==> src/rtl/arbitro_mux4_if.sv <==
// Handshake bundle between four byte producers, the round-robin arbiter and one byte sink.
// The slave modport is the arbiter's view; the master modport is the producer/sink side.
interface arbitro_mux4_if #(
    parameter int DATA_W = 8
);
    logic [3:0]        req;
    logic [3:0]        last;
    logic [DATA_W-1:0] data0;
    logic [DATA_W-1:0] data1;
    logic [DATA_W-1:0] data2;
    logic [DATA_W-1:0] data3;
    logic              y_ready;
    logic [3:0]        gnt;
    logic [1:0]        sel;
    logic [DATA_W-1:0] y;
    logic              y_valid;
    logic              busy;

    modport master (
        output req, last, data0, data1, data2, data3, y_ready,
        input  gnt, sel, y, y_valid, busy
    );

    modport slave (
        input  req, last, data0, data1, data2, data3, y_ready,
        output gnt, sel, y, y_valid, busy
    );
endinterface

==> src/rtl/arbitro_mux4.sv <==
// Round-robin arbiter driving a shared 4:1 byte multiplexer; each grant lasts until
// the packet ends, the burst limit is reached, or the owner withdraws its request.
module arbitro_mux4 #(
    parameter int MAX_BURST = 4,
    parameter int DATA_W    = 8
) (
    input  logic          clk,
    input  logic          rst,
    arbitro_mux4_if.slave bus
);
    typedef enum logic {IDLE, GRANT} state_t;

    localparam logic [3:0] LAST_BEAT = 4'(MAX_BURST - 1);

    state_t      state;
    state_t      state_nx;
    logic [1:0]  ptr;
    logic [1:0]  ptr_nx;
    logic [1:0]  sel;
    logic [1:0]  sel_nx;
    logic [3:0]  beat_cnt;
    logic [3:0]  beat_cnt_nx;
    logic [3:0]  gnt;
    logic [3:0]  gnt_nx;

    logic              owner_req;
    logic              y_valid;
    logic              xfer;
    logic [1:0]        winner;
    logic [DATA_W-1:0] y_mux;

    // First asserted request scanning from the priority pointer upward, wrapping mod 4.
    function automatic logic [1:0] rr_pick(input logic [3:0] r, input logic [1:0] p);
        logic [1:0] pick;
        logic [1:0] idx;
        logic       found;
        pick  = p;
        found = 1'b0;
        for (int k = 0; k < 4; k++) begin
            idx = p + 2'(k);
            if (!found && r[idx]) begin
                pick  = idx;
                found = 1'b1;
            end
        end
        return pick;
    endfunction

    always_comb begin
        owner_req = bus.req[sel];
        y_valid   = (gnt != 4'b0000) && owner_req;
        xfer      = y_valid && bus.y_ready;
        winner    = rr_pick(bus.req, ptr);
    end

    always_comb begin
        state_nx    = state;
        ptr_nx      = ptr;
        sel_nx      = sel;
        beat_cnt_nx = beat_cnt;
        gnt_nx      = gnt;
        unique case (state)
            IDLE: begin
                if (bus.req != 4'b0000) begin
                    state_nx    = GRANT;
                    gnt_nx      = 4'b0001 << winner;
                    sel_nx      = winner;
                    beat_cnt_nx = 4'd0;
                end
            end
            GRANT: begin
                // last and the burst limit on the same beat fold into one release.
                if (!owner_req || (xfer && (bus.last[sel] || beat_cnt == LAST_BEAT))) begin
                    state_nx = IDLE;
                    gnt_nx   = 4'b0000;
                    ptr_nx   = sel + 2'd1;
                end else if (xfer) begin
                    beat_cnt_nx = beat_cnt + 4'd1;
                end
            end
            default: begin
                state_nx = IDLE;
                gnt_nx   = 4'b0000;
            end
        endcase
    end

    always_ff @(posedge clk) begin
        if (rst) begin
            state    <= IDLE;
            ptr      <= 2'd0;
            sel      <= 2'd0;
            beat_cnt <= 4'd0;
            gnt      <= 4'b0000;
        end else begin
            state    <= state_nx;
            ptr      <= ptr_nx;
            sel      <= sel_nx;
            beat_cnt <= beat_cnt_nx;
            gnt      <= gnt_nx;
        end
    end

    always_comb begin
        y_mux = '0;
        if (gnt != 4'b0000) begin
            unique case (sel)
                2'd0: y_mux = bus.data0;
                2'd1: y_mux = bus.data1;
                2'd2: y_mux = bus.data2;
                2'd3: y_mux = bus.data3;
                default: y_mux = '0;
            endcase
        end
    end

    assign bus.gnt     = gnt;
    assign bus.sel     = sel;
    assign bus.y       = y_mux;
    assign bus.y_valid = y_valid;
    assign bus.busy    = (state == GRANT);
endmodule

==> src/flat_wrapper.sv <==
// flat-port wrapper written by rule: the top's interface ports become plain ports
module arbitro_mux4_flat 
#(
    parameter int MAX_BURST = 4,
    parameter int DATA_W    = 8
)
  (clk, rst, bus_req, bus_last, bus_data0, bus_data1, bus_data2, bus_data3, bus_y_ready, bus_gnt, bus_sel, bus_y, bus_y_valid, bus_busy);
  arbitro_mux4_if #(.DATA_W(DATA_W)) bus_i ();
  input  logic clk;
  input  logic rst;
  input wire logic [$bits(bus_i.req)-1:0] bus_req;
  input wire logic [$bits(bus_i.last)-1:0] bus_last;
  input wire logic [$bits(bus_i.data0)-1:0] bus_data0;
  input wire logic [$bits(bus_i.data1)-1:0] bus_data1;
  input wire logic [$bits(bus_i.data2)-1:0] bus_data2;
  input wire logic [$bits(bus_i.data3)-1:0] bus_data3;
  input wire logic [$bits(bus_i.y_ready)-1:0] bus_y_ready;
  output wire logic [$bits(bus_i.gnt)-1:0] bus_gnt;
  output wire logic [$bits(bus_i.sel)-1:0] bus_sel;
  output wire logic [$bits(bus_i.y)-1:0] bus_y;
  output wire logic [$bits(bus_i.y_valid)-1:0] bus_y_valid;
  output wire logic [$bits(bus_i.busy)-1:0] bus_busy;
  assign bus_i.req = bus_req;
  assign bus_i.last = bus_last;
  assign bus_i.data0 = bus_data0;
  assign bus_i.data1 = bus_data1;
  assign bus_i.data2 = bus_data2;
  assign bus_i.data3 = bus_data3;
  assign bus_i.y_ready = bus_y_ready;
  assign bus_gnt = bus_i.gnt;
  assign bus_sel = bus_i.sel;
  assign bus_y = bus_i.y;
  assign bus_y_valid = bus_i.y_valid;
  assign bus_busy = bus_i.busy;
  arbitro_mux4 #(.MAX_BURST(MAX_BURST), .DATA_W(DATA_W)) u_core (.clk(clk), .rst(rst), .bus(bus_i));
endmodule
==> config.mk <==
export PLATFORM = sky130hd
export DESIGN_NAME = arbitro_mux4_flat
export DESIGN_NICKNAME = d
export VERILOG_FILES = /design/src/rtl/arbitro_mux4_if.sv /design/src/rtl/arbitro_mux4.sv /design/src/flat_wrapper.sv
export SDC_FILE = /design/constraint.sdc
export NUM_CORES = 1
export LEC_CHECK = 0
export CORE_MARGIN = 5
export CORE_UTILIZATION = 42
export CTS_BUF_LIST = sky130_fd_sc_hd__clkbuf_4 sky130_fd_sc_hd__clkbuf_8
export DETAILED_ROUTE_END_ITERATION = 7
export PLACE_DENSITY = 0.88
export SLEW_MARGIN = 5
export SYNTH_ARGS = -nofsm -noshare
export SYNTH_HDL_FRONTEND = slang
export SYNTH_SLANG_ARGS = --single-unit
==> constraint.sdc <==
create_clock -name clk -period 5.3 [get_ports clk]
set_input_delay 1.06 -clock clk [delete_from_list [all_inputs] [get_ports clk]]
set_output_delay 1.06 -clock clk [all_outputs]
set_load 0.1 [all_outputs]
# Word level (Yosys, flattened, before mapping)
# Cells that the tools add are included.
# Widths: inputs -> output; s select.
# totals
register_bits,13
latch_bits,0
ram_bits,0
romBits,0
input_bits,43
output_inout_bits,16
elab_cells,74
mem_count,0
# op_classes
add_sub_neg,5
n_mul,0
div,0
n_lt_le_gt_ge,5
n_eq_ne,8
shifts,1
n_mux,30
n_bitwise,1
n_reduce_logical,19
# ops
operator,n
$pmux 8 s4,1
$mux 4,5
$pmux 4 s2,2
$lt 2x3->1 const B,5
$bmux 1 s2,6
$mux 1,11
$mux 8,1
$reduce_bool 4->1,2
$logic_and 1x1->1,6
$mux 2,3
$ne 2x2->1 const B,3
$reduce_and 2->1,3
$add 2x1->2 const B,2
$add 2x2->2 const B,2
$add 4x1->4 const B,1
$eq 2x2->1 const B,2
$eq 4x2->1 const B,1
$logic_not 1->1,4
$shl 1x2->4 const A,1
$reduce_and 3->1,1
$eq 2x1->1 const B,1
$logic_not 2->1,1
$logic_or 1x1->1,2
$ne 2x1->1 const B,1
2 further kinds,2

# Depth between registers and ports, before layout
# Gate-level depths: netlist (run 1).
# logic_depth
ltp_word,15
ltp_mapped,7
mapped_depth_nobuf,6

# Least setup slack after synthesis (run 1)
# Ideal clock, no wire load.
# synth_path
kind,register -> output
from,"register u_core.sel[0], in the netlist u_core.bus.sel[0]"
to,output port bus_y[5]
t_arrival_ps,3222
required_ps,4240
path_slack_ps,1018
path_stages_with_launch,8
n_path_buf,2
path_cell_list,dfxtp_1 > inv_1 > ha_1 > clkbuf_1 > clkbuf_1 > nor2_1 > a21oi_1 > nor2_1
# synth_between
elab_chain_len,3
elab_cells_between_ends,6
cone_classes,3 x eq/ne; 2 x mux; 1 x reduce/logical
# synth_rtl
element,line,source
from (decl),arbitro_mux4.sv:19,logic [1:0] sel;
from (signal assigned),arbitro_mux4.sv:98,sel <= sel_nx;
"$eq 2x2->1, or another cell as far along",arbitro_mux4.sv:107,unique case (sel)
$pmux 8 s4 (*),arbitro_mux4.sv:107,
$mux 8 (*),arbitro_mux4.sv:106,if (gnt != 4'b0000) begin
to (decl),flat_wrapper.sv:20,output wire logic [$bits(bus_i.y)-1:0] bus_y;
# Mark *: on every way between the ends. The rest lies on a longest branch, timed or not.

# Worst setup path after layout (run 1)
# layout_path
from,input port bus_data2[2]
to,output port bus_y[2]
# layout_between
elab_chain_len,2
# layout_rtl
element,line,source
from (decl),flat_wrapper.sv:15,input wire logic [$bits(bus_i.data2)-1:0] bus_data2;
$pmux 8 s4,arbitro_mux4.sv:107,
$mux 8,arbitro_mux4.sv:106,
# Every way passes these cells.

==> flow_summary.ini, run 1 <==
[timing]
maxSlewHeadroom_pct = 33.8
rsz0062_at_grt = no
layout_min_cycle_time_ps = 4180
hold_viol_final = 0
fin_crit_sh_pct = 78.8
worst_pin_slew_ps = 989
drv_slew = 0
max_freq_ghz = 0.239
finalSetupViolations = 0
whs_ps = 491
setup_tns_ps = 0
fin_skew_ps = 13.1

[final_layout]
drive_gt1_share_pct = 7.65
multi_input_area_um2 = 712
nNetsFinal = 232
antennaDiodeCount = 0
area_delta_synth_final_pct = 61.6
regArea_um2 = 260
n_fill_cell = 199

[cts]
cts_tree = done
cts_resized = 0
post-cts-setup-buffers = 0
cts.reportedPaths.clkPinSlew_ps = 80
postCtsHoldBufs = 0
clk_latency_ps = 300
cts_inserted_buffers = 3
cts.htree.levels = 1
cts_sinks = 13
root_buffer = clkbuf_4
clockBufferDepth = 2

[routing]
wl_met3_um = 434
top_layer_used = met4
routed_wl_um = 3440
drtPass1Iterations = 4
ant_nets = 0
drcViolationCount = 0
drtIter0Drc = 147
route.met2.wl_um = 1590
vias = 1230
routed_via_density = 5.83
drt-met1-wl_um = 1370
wl_per_cell_um = 16.3

[synth]
yosys-top-cells-area = dfxtp_1, nor2_1, a21oi_1
synth_top_family_by_area = simple AND/OR/NAND/NOR gates
seq_area_frac_synth_pct = 25.8
post-synth-top-area-cell = dfxtp_1
synth-xor-area-share_pct = 0.870
ys_seq_elements = 13
synthMuxAreaShare_pct = 7.95
synth_most_common_cell = nor2_1
synth_commonest_cells = nor2_1, a21oi_1, dfxtp_1
synth_compound_area_share_pct = 26.2
synth_edf_count = 0
synth.cell_area_mm2 = 0.00101
synth_warnings = 0
async_flop_share_pct = 0
synth_nets = 176
ys_types = 35
synth-adder-area-share_pct = 6.21
synth-simple-area-share_pct = 28.8
synthCells = 128
synth_top_cell_area_share_pct = 25.8
postSynthAreaPerCell_um2 = 7.87
synth_ff_type = dfxtp_1

[global_routing]
grt_overflow_total = 0
grt_max_degree = 17
antenna_found_initial = 0
grt_pass1_wl_um = 5550
grt_use_total_pct = 20.6
grt_pass1_vias = 1196

[hold_path]
hold_end = u_core.beat_cnt[3]$_SDFFE_PP0P_
worstHoldStart = u_core.beat_cnt[3]$_SDFFE_PP0P_
hold_path_depth = 2
min_path_type = flip-flop to flip-flop

[setup_path]
cpPeakStageDelay_ps = 1010
r2r-end = u_core.beat_cnt[0]$_SDFFE_PP0P_
cpLargestDelayFamily = buffers and inverters
slowest_stage = clkdlybuf4s50_1
r2r_start = u_core.bus.sel[0]$_SDFFE_PP0P_
cp-start-kind = primary input
end_kind = output pin
r2r_slack_ps = 3190
critPathBufInv = 2
crit_fanout = 1
crit_type = primary input to output pin
worstRegToRegCells = 5
crit_required_ps = 4240
worstPathArrival_ps = 3120
crit_chain = clkdlybuf4s50_1 > a222oi_1 > nor2_1 > a21oi_1 > nor2_1 > clkdlybuf4s50_1

[floorplanning]
die_w_um = 59.0
dieHeight_um = 59.0
dieArea_mm2 = 0.00348
fp-row-count = 17
start_util_pct = 44.7
core_mm2 = 0.00225
ios = 59

[power_and_ir_drop]
power_leakage_nw = 0.596
max-vdd-ir-drop_mv = 0.224
p_per_area_mw_per_mm2 = 263

[run]
maxCapViolations = 0

[status]
outcome = finished clean

[placement]
gp_congestion = 0.914
dpl.hpwl_um = 2740
portBuffers = 58
==> cells by family (layout without fill, tap and decap cells) <==
logic type	after synthesis	after routing
compound gates	38	38
xor+xnor	1	1
fa+ha+maj	5	5
buf+inv	11	66
flops	13	13
mux	5	5
simple gates	55	55
==> through the flow <==
stage          area [µm²]  std cells  utilization [%]  power [mW]  setup WS, ps
3_3_place_gp         1590        207             70.7       0.357          1140
6_report             1630        211             72.2       0.428          1120
2_1_floorplan        1010        128                -       0.286          1020
5_1_grt              1630        211             72.2       0.448           982
3_5_place_dp         1590        207             70.7       0.362          1100
4_1_cts              1620        211             71.9       0.425          1100
==> flip-flops by register name, indices dropped and copies added, names as in the netlist <==
register	count
u_core.beat_cnt	4
u_core.ptr	2
u_core.bus.sel	2
u_core.bus.busy	1
u_core.bus.gnt	4
==> how the worst max path moves through the flow <==
| stage | start | endpoint | slack (ps) | cells past startpoint |
|---|---|---|---|---|
| CTS | bus_data2[3] | bus_y[3] | 1100 | 6 |
| finish | bus_data2[2] | bus_y[2] | 1120 | 6 |
| detailed placement | bus_data2[3] | bus_y[3] | 1100 | 6 |
| global route | bus_data3[1] | bus_y[1] | 980 | 6 |
| global placement | bus_data2[1] | bus_y[1] | 1140 | 6 |
| floorplan | u_core.bus.sel[0]$_SDFFE_PP0P_ | bus_y[5] | 1020 | 7 |
==> area by class of cell <==
cell class	instances	area share (%)
inverters	4	0.922
well taps	28	2.15
clock inverters	1	0.307
clock buffers	3	1.38
flip-flops and latches	13	16.0
multi-input cells	104	43.7
repair buffers	58	35.5
==> cells in the final DEF, fill, tap and decap left out, drive strengths merged <==
cell type / instances
nand3b: 4
nor3b: 1
or3: 2
clkbuf: 3
nand4: 1
and3: 1
o211a: 1
mux4: 2
or2: 2
nor2: 25
nor2b: 5
nand3: 1
nor3: 3
clkdlybuf4s50: 57
nor4: 3
o21ai: 5
mux2i: 2
mux2: 1
a222oi: 8
o41ai: 2
a21oi: 17
dfxtp: 13
ha: 5
buf: 1
clkinv: 1
o21bai: 1
inv: 4
nand2: 7
a211oi: 2
a211o: 1
a21boi: 1
xnor2: 1
==> worst reg2reg max path: stages (launching register included) <==
cell and delay (ps):
dfxtp_1 520, mux4_2 580, or2_4 290, nor3_4 210, mux2_2 350, nor2_1 70
==> where the power goes <==
group,internal [mW],switching (mW)
logic,0.0833,0.164
clock network,0.0282,0.0383
registers,0.104,0.00993
==> per-layer routing <==
layer	track usage [%]	vias to the layer above
met5	0	-
met3	5.66	5
met4	5.83	0
met2	35.5	69
met1	24.8	567
li1	-	589
Power figures use the tool's default switching activity.
==> inputs of run 2 (changes only) <==
Settings changed: CORE_UTILIZATION 42 to 39, PLACE_DENSITY 0.88 to 0.83.
Clock period 5.3 ns to 4.4 ns, I/O delays scaled along.
==> flow_summary.ini, run 2 (same netlist as run 1, synthesis figures left out) <==
[final_layout]
design_area_mm2 = 0.00161
drive_gt1_share_pct = 12.0
top_regs = u_core.beat_cnt x4, u_core.bus.gnt x4
antennaDiodeCount = 0
nNetsFinal = 232
mostFrequentLayoutCell = clkdlybuf4s50_1
n_fill_cell = 220
final_cell_mix = clkdlybuf4s50_1, nor2_1, a21oi_1
finalNonFillerCells = 213
area_delta_synth_final_pct = 60.1

[setup_path]
crit_chain = clkdlybuf4s50_1 > mux4_1 > nor2b_1 > buf_4
crit_fanout = 7
end_kind = output pin
crit_required_ps = 3520
critPathBufInv = 2
cpLargestDelayFamily = buffers and inverters
cpPeakStageDelay_ps = 610
cp-start-kind = primary input
crit_type = primary input to output pin
slowest_stage = mux4_1
worstPathArrival_ps = 2430

[cts]
clockBufferDepth = 2
clk_latency_ps = 280
cts_inserted_buffers = 3
cts_tree = done
cts_resized = 0
root_buffer = clkbuf_4
cts_sinks = 13
cts.htree.levels = 1
cts.reportedPaths.clkPinSlew_ps = 80
postCtsHoldBufs = 0
post-cts-setup-buffers = 0

[run]
maxCapViolations = 0

[global_routing]
antenna_found_initial = 0
grt_use_total_pct = 19.0
grt_overflow_total = 0
grt_pass1_wl_um = 5290
grt_max_degree = 17
grt_pass1_vias = 1130

[routing]
drcViolationCount = 0
drtPass1Iterations = 5
wl_per_cell_um = 15.7
vias = 1181
routed_via_density = 5.54
routed_wl_um = 3340
ant_nets = 0
drtIter0Drc = 73

[timing]
layout_min_cycle_time_ps = 3310
fin_crit_sh_pct = 75.3
finalSetupViolations = 0
worst_pin_slew_ps = 973
setup_tns_ps = 0
max_freq_ghz = 0.302
whs_ps = 490
maxSlewHeadroom_pct = 35.0
hold_viol_final = 0
fin_skew_ps = 11.9
drv_slew = 0
rsz0062_at_grt = no

[floorplanning]
dieArea_mm2 = 0.00370
ios = 59
dieHeight_um = 60.8
start_util_pct = 40.7
fp-row-count = 18
core_mm2 = 0.00248
die_w_um = 60.8

[placement]
placed_cell_area_mm2 = 0.00158
numPlacedInstances = 209
gp_congestion = 0.788
dpl.hpwl_um = 2750
portBuffers = 58

[power_and_ir_drop]
power.total_uw = 512
power_leakage_nw = 0.612
p_per_area_mw_per_mm2 = 318
max-vdd-ir-drop_mv = 0.291

[status]
outcome = finished clean

[hold_path]
min_path_type = flip-flop to flip-flop
## run 2: cell types whose count changed in the layout (fill, tap and decap cells not counted)
cell | previous run | this run
clkbuf_4 | 3 | 4
buf_4 | 1 | 9
clkinv_2 | 1 | 0
clkdlybuf4s50_1 | 57 | 49
## run 2: stage by stage
step | util [%] | setup slack, ps
after floorplan | - | 298
after global placement | 63.6 | 1110
after detailed placement | 63.6 | 1080
after CTS | 64.8 | 1080
after global routing | 65.1 | 1010
final | 65.1 | 1090
## run 2: final cells by class
| type | instances | area [µm²] | share of cell area [%] |
|---|---|---|---|
| tap | 30 | 37.5 | 2.33 |
| multi-input combinational | 104 | 712 | 44.1 |
| clock buffer | 4 | 30.0 | 1.86 |
| timing repair buffer | 58 | 558 | 34.6 |
| sequential | 13 | 260 | 16.1 |
| inverter | 4 | 15.0 | 0.931 |
## run 2: power breakdown
part	internal (mW)	switching, mW
Combinational	0.0969	0.198
Clock	0.0414	0.0382
Sequential	0.125	0.0123
## run 2: worst min-delay path, stage by stage, from the launching register on
cell and delay [ps]:
dfxtp_1 330, nand2_1 60, mux2i_1 60
## run 2: path summary, 6_finish.rpt
| kind | start | end | slack (ps) | cells after the start |
|---|---|---|---|---|
| setup / recovery | bus_req[3] | bus_y_valid | 1090 | 4 |
| hold / removal | u_core.beat_cnt[3]$_SDFFE_PP0P_ | u_core.beat_cnt[3]$_SDFFE_PP0P_ | 490 | 2 |
| setup reg to reg | u_core.bus.sel[0]$_SDFFE_PP0P_ | u_core.beat_cnt[0]$_SDFFE_PP0P_ | 2270 | 5 |
| hold reg to reg | u_core.beat_cnt[3]$_SDFFE_PP0P_ | u_core.beat_cnt[3]$_SDFFE_PP0P_ | 490 | 2 |
## run 2: metal layers
| layer | GRT usage (%) | wire length [µm] | up-vias |
|---|---|---|---|
| li1 | - | - | 590 |
| met5 | 0 | 0 | - |
| met4 | 3.10 | 12 | 0 |
| met3 | 5.32 | 214 | 2 |
| met2 | 32.7 | 1670 | 35 |
| met1 | 24.0 | 1430 | 554 |
